## src/rtl/aes_round_mixkey.sv

```systemverilog
// AES-128 round back-end: column-serial MixColumns followed by AddRoundKey.
// One 128-bit block is accepted and processed one column per clock.
module aes_round_mixkey #(
  parameter logic KEY_XOR_EN = 1'b1
) (
  input  logic         clk,
  input  logic         rst_n,
  input  logic         in_valid,
  output logic         in_ready,
  input  logic [127:0] in_state,
  input  logic [127:0] in_key,
  input  logic         in_final,
  output logic         out_valid,
  input  logic         out_ready,
  output logic [127:0] out_state
);

  typedef enum logic [1:0] {
    S_IDLE = 2'd0,
    S_MIX  = 2'd1,
    S_DONE = 2'd2
  } state_e;

  state_e       state_q, state_d;
  logic [1:0]   col_cnt_q, col_cnt_d;
  logic [127:0] work_q, work_d;
  logic [127:0] key_q, key_d;
  logic         final_q, final_d;
  logic [127:0] out_state_q, out_state_d;
  logic         out_valid_q, out_valid_d;
  logic         in_ready_q, in_ready_d;

  logic [31:0]  col_s;
  logic [31:0]  key_col_s;
  logic [31:0]  mixed_s;
  logic [31:0]  new_col_s;

  // Multiply by x in GF(2^8) modulo x^8 + x^4 + x^3 + x + 1.
  function automatic logic [7:0] xtime(input logic [7:0] b);
    xtime = {b[6:0], 1'b0} ^ (b[7] ? 8'h1b : 8'h00);
  endfunction

  // MixColumns on one column; byte row 0 sits in the MSBs.
  function automatic logic [31:0] mix_column(input logic [31:0] c);
    logic [7:0] a0, a1, a2, a3;
    logic [7:0] b0, b1, b2, b3;
    a0 = c[31:24];
    a1 = c[23:16];
    a2 = c[15:8];
    a3 = c[7:0];
    b0 = xtime(a0) ^ xtime(a1) ^ a1 ^ a2 ^ a3;
    b1 = a0 ^ xtime(a1) ^ xtime(a2) ^ a2 ^ a3;
    b2 = a0 ^ a1 ^ xtime(a2) ^ xtime(a3) ^ a3;
    b3 = xtime(a0) ^ a0 ^ a1 ^ a2 ^ xtime(a3);
    mix_column = {b0, b1, b2, b3};
  endfunction

  // State register.
  always_ff @(posedge clk or negedge rst_n) begin
    if (!rst_n) begin
      state_q <= S_IDLE;
    end else begin
      state_q <= state_d;
    end
  end

  // Next-state logic.
  always_comb begin
    state_d = state_q;
    case (state_q)
      S_IDLE: begin
        if (in_valid) begin
          state_d = S_MIX;
        end else begin
          state_d = S_IDLE;
        end
      end
      S_MIX: begin
        if (col_cnt_q == 2'd3) begin
          state_d = S_DONE;
        end else begin
          state_d = S_MIX;
        end
      end
      S_DONE: begin
        if (out_ready) begin
          state_d = S_IDLE;
        end else begin
          state_d = S_DONE;
        end
      end
      default: begin
        state_d = S_IDLE;
      end
    endcase
  end

  // Handshake outputs are registered from the next state.
  always_comb begin
    in_ready_d  = 1'b0;
    out_valid_d = 1'b0;
    case (state_d)
      S_IDLE: begin
        in_ready_d  = 1'b1;
        out_valid_d = 1'b0;
      end
      S_MIX: begin
        in_ready_d  = 1'b0;
        out_valid_d = 1'b0;
      end
      S_DONE: begin
        in_ready_d  = 1'b0;
        out_valid_d = 1'b1;
      end
      default: begin
        in_ready_d  = 1'b0;
        out_valid_d = 1'b0;
      end
    endcase
  end

  // Column and key-column select driven by the column counter.
  always_comb begin
    col_s     = 32'h0000_0000;
    key_col_s = 32'h0000_0000;
    case (col_cnt_q)
      2'd0: begin
        col_s     = work_q[127:96];
        key_col_s = key_q[127:96];
      end
      2'd1: begin
        col_s     = work_q[95:64];
        key_col_s = key_q[95:64];
      end
      2'd2: begin
        col_s     = work_q[63:32];
        key_col_s = key_q[63:32];
      end
      2'd3: begin
        col_s     = work_q[31:0];
        key_col_s = key_q[31:0];
      end
      default: begin
        col_s     = 32'h0000_0000;
        key_col_s = 32'h0000_0000;
      end
    endcase
  end

  // Single shared MixColumns, bypassed on the final round, then key XOR.
  always_comb begin
    mixed_s = mix_column(col_s);
    if (final_q) begin
      new_col_s = col_s;
    end else begin
      new_col_s = mixed_s;
    end
    if (KEY_XOR_EN) begin
      new_col_s = new_col_s ^ key_col_s;
    end else begin
      new_col_s = new_col_s ^ 32'h0000_0000;
    end
  end

  // Datapath next-state: capture at accept, one column write per MIX cycle.
  always_comb begin
    work_d      = work_q;
    key_d       = key_q;
    final_d     = final_q;
    col_cnt_d   = col_cnt_q;
    out_state_d = out_state_q;
    case (state_q)
      S_IDLE: begin
        if (in_valid) begin
          work_d    = in_state;
          key_d     = in_key;
          final_d   = in_final;
          col_cnt_d = 2'd0;
        end else begin
          col_cnt_d = col_cnt_q;
        end
      end
      S_MIX: begin
        case (col_cnt_q)
          2'd0:    work_d[127:96] = new_col_s;
          2'd1:    work_d[95:64]  = new_col_s;
          2'd2:    work_d[63:32]  = new_col_s;
          2'd3:    work_d[31:0]   = new_col_s;
          default: work_d         = work_q;
        endcase
        col_cnt_d = col_cnt_q + 2'd1;
        // The result register is loaded once, on the last column write.
        if (col_cnt_q == 2'd3) begin
          out_state_d = work_d;
        end else begin
          out_state_d = out_state_q;
        end
      end
      S_DONE: begin
        col_cnt_d = col_cnt_q;
      end
      default: begin
        col_cnt_d = 2'd0;
      end
    endcase
  end

  // Datapath and handshake registers.
  always_ff @(posedge clk or negedge rst_n) begin
    if (!rst_n) begin
      work_q      <= 128'd0;
      key_q       <= 128'd0;
      final_q     <= 1'b0;
      col_cnt_q   <= 2'd0;
      out_state_q <= 128'd0;
      out_valid_q <= 1'b0;
      in_ready_q  <= 1'b1;
    end else begin
      work_q      <= work_d;
      key_q       <= key_d;
      final_q     <= final_d;
      col_cnt_q   <= col_cnt_d;
      out_state_q <= out_state_d;
      out_valid_q <= out_valid_d;
      in_ready_q  <= in_ready_d;
    end
  end

  assign in_ready  = in_ready_q;
  assign out_valid = out_valid_q;
  assign out_state = out_state_q;

endmodule
```

## config.mk

```make
export PLATFORM = sky130hd
export DESIGN_NAME = aes_round_mixkey
export DESIGN_NICKNAME = d
export VERILOG_FILES = /design/src/rtl/aes_round_mixkey.sv
export SDC_FILE = /design/constraint.sdc
export NUM_CORES = 1
export LEC_CHECK = 0
export ABC_AREA = 1
export BUFFER_PORTS_ARGS = -buffer_cell sky130_fd_sc_hd__buf_4
export CAP_MARGIN = 10
export CORE_MARGIN = 3
export CORE_UTILIZATION = 30
export CTS_CLUSTER_DIAMETER = 200
export DETAILED_ROUTE_END_ITERATION = 6
export HOLD_SLACK_MARGIN = 0.1
export SLEW_MARGIN = 20
export SYNTH_ARGS = -nofsm -noshare
export SYNTH_HDL_FRONTEND = slang
export SYNTH_SLANG_ARGS = --single-unit
```

## constraint.sdc

```tcl
create_clock -name clk -period 2.69 [get_ports clk]
set_input_delay 0.4035 -clock clk [delete_from_list [all_inputs] [get_ports clk]]
set_output_delay 0.4035 -clock clk [all_outputs]
set_load 0.03 [all_outputs]
```

==> qor.yml <==
drt-wirelength-per-cell_um: 21.4
slowest_stage: "dfrtp_2"
place.gp.congestion: 1.02
grt_pass1_vias: 24900
die_area_sq_mm: 0.0776
reg2regPathDepth: 17
htreeDepth: 2
cp_slowest_stage_delay_ps: 430
synth.top_cell.area_share: 0.438
dr.pass1.iters: 6
io_buffers: 390
crit_start: "col_cnt_q[0]"
route.detailed.drc: 0
yosys.area.top_type: "dfrtp_1"
synth_nets: 3534
hp-start: "in_state[120]"
ant_nets: 0
ctsLongestPathBuffers: 3
fin_hold_ws_ps: 115
hpwl_um: 79900
setup_viol: 126
cts_buffers: 44
routed_via_density: 5.14
synthTopCellsByArea: "dfrtp_1 (44%), nand2_1 (28%), nand3_1 (9.2%), inv_1 (3.3%), clkbuf_1 (1.8%)"
track_usage: 0.269
r2r_start: "col_cnt_q[0]"
grt_first_pass_wirelength_um: 158000
slew_violations: 0
start_util: 0.304
layout_setup_ws_ps: -147
async_flop_share: 1.00
path_max_fanout: 11
syn-mean-instance-area_sq_um: 6.82
nets: 4354
die_w_um: 279
period_minus_slack_ps: 2840
synth_area_sq_mm: 0.0223
crit_end: "out_state[115]"
insertion_delay_ps: 600
ys_seq_area_frac: 0.439
die_h_um: 279
ys_seq_elements: 391
drive_gt1_frac: 0.349
synth_cells: 3268
gr-total-overflow: 0
drt_wl_total_um: 109000
grt_max_degree: 90
worst_pin_slew_ps: 713
hold_viol_final: 0
num_rows: 99
ys_warn_count: 0
worstPathRequired_ps: 3140
cts.sinks: 391
violations: "negative setup slack"
yosysMostFrequentCell: "nand2_1"
synth_edf_count: 0
end_kind: "flip-flop"
syn_to_final_growth_pct: 58.4
synth.distinct_cells: 45
ff2ff_setup_slack_ps: -150
root_buffer: "clkbuf_16"
finClkSkew_ps: 28.6
num-fill-cells: 7051
max_freq_ghz: 0.353
synth_flop_cell: "dfrtp_1"
io_pins: 391
critPathLaunchType: "flip-flop"
dr_total_vias: 26100
clk_pin_slew_ps: 60
drt_iter0_drc: 2447
cts_tree: "done"
hold_path.class: "primary input to flip-flop"
core_sq_mm: 0.0733
path_class: "flip-flop to flip-flop"
synth_top_cells_by_count: "nand2_1 (1668), nand3_1 (408), dfrtp_1 (390)"
arrival_ps: 3290
fin_crit_sh: 1.05
crit_path_cell_trace: "buf_4, ha_4, buf_12, buf_12, nand2_4, nand2_2, o21ai_4, buf_6, nand2_1, nand2_2, nand2_2, nand3_2, nand3_2, nand3b_1, nand3_2, o211ai_1, nand2_1"
relSlewSlack: 0.525
reg2reg_to: "out_state[115]"
run_status: "finished with violations"
antenna_found_initial: 6
drv_cap: 0
rsz0062_at_grt: "yes"
worst min path at each step:
stage	cells past startpoint	endpoint
6_report	5	work_q[120]
5_1_grt	5	work_q[120]
4_1_cts	5	work_q[69]
3_5_place_dp	1	key_q[57]
3_3_place_gp	1	key_q[57]
2_1_floorplan	0	col_cnt_q[0]
repair_timing:
action	CTS	global route
pin swaps	34	160
gates resized for setup	260	507
hold endpoints to repair	219	0
hold buffers	167	0
endpoints found under the setup margin	253	256
setup buffers	17	50
gates cloned	1	2
flip-flops by register name, summed over array words and instances, names as in the netlist:
| register | flops |
|---|---|
| out_state | 128 |
| state_q | 2 |
| final_q | 1 |
| col_cnt_q | 2 |
| in_ready | 1 |
| out_valid | 1 |
| key_q | 128 |
| work_q | 128 |
cell type report:
type | instances | area (sq um) | area share
antenna | 4 | 10.0 | 0.000283
clock buffer | 60 | 1240 | 0.0352
clock inverter | 18 | 188 | 0.00531
inverter | 202 | 771 | 0.0218
multi-input combinational | 2513 | 13900 | 0.392
sequential | 391 | 9790 | 0.277
tap | 959 | 1200 | 0.0340
timing repair buffer | 936 | 8260 | 0.234
layout by cell type, fill, tap and decap left out, types with 20 or more instances in the layout:
| cell type | Yosys | routed |
|---|---|---|
| dfrtp_1 | 390 | 388 |
| nand3_2 | 4 | 162 |
| a22o_1 | 40 | 40 |
| o22ai_1 | 34 | 26 |
| nand2_4 | 0 | 50 |
| nand4_1 | 26 | 26 |
| o211ai_1 | 20 | 20 |
| o21ai_0 | 69 | 61 |
| clkbuf_16 | 0 | 47 |
| nand3_1 | 408 | 197 |
| buf_12 | 0 | 39 |
| buf_4 | 6 | 659 |
| buf_6 | 8 | 59 |
| inv_1 | 196 | 185 |
| nand2_2 | 3 | 198 |
| nor2_2 | 11 | 21 |
| dlygate4sd3_1 | 0 | 167 |
| nand2_1 | 1668 | 1423 |
| nand3_4 | 0 | 53 |
| nor2_1 | 97 | 73 |
critical path, delay by kind of cell (launching register included):
| family | cells | cell delay [ps] |
|---|---|---|
| adders and majority gates | 1 | 180 |
| DFF | 1 | 430 |
| AOI/OAI and AO/OA | 2 | 540 |
| buffers and inverters | 4 | 570 |
| and+or+nand+nor | 10 | 950 |
stage by stage:
| stage | util | TNS (ps) | area [sq um] | instances | worst slack (ps) |
|---|---|---|---|---|---|
| finish | 0.482 | -3520 | 35300 | 5083 | -147 |
| global route | 0.482 | -26990 | 35300 | 5083 | -226 |
| CTS | 0.448 | -3730 | 32900 | 5031 | -104 |
| detailed placement | 0.388 | -40400 | 28500 | 4768 | -387 |
| global placement | 0.388 | -33740 | 28500 | 4768 | -341 |
| floorplan | - | 0 | 22300 | 3268 | 408 |
logic make-up after synthesis:
logic type	synth area share
fa+ha+maj	0.00281
compound gates	0.0725
xor+xnor	0.00589
flops	0.439
buf+inv	0.0663
simple gates	0.414
per-layer routing:
layer | routed length (um) | track usage | share of wire
met1 | 45800 | 0.378 | 0.42
met2 | 47900 | 0.408 | 0.44
met3 | 9590 | 0.0448 | 0.088
met4 | 5670 | 0.121 | 0.052
met5 | 13 | 0 | 0.00012
Power is not shown: default switching activity piles up to over one toggle a cycle in this logic, so the estimate is an artifact.
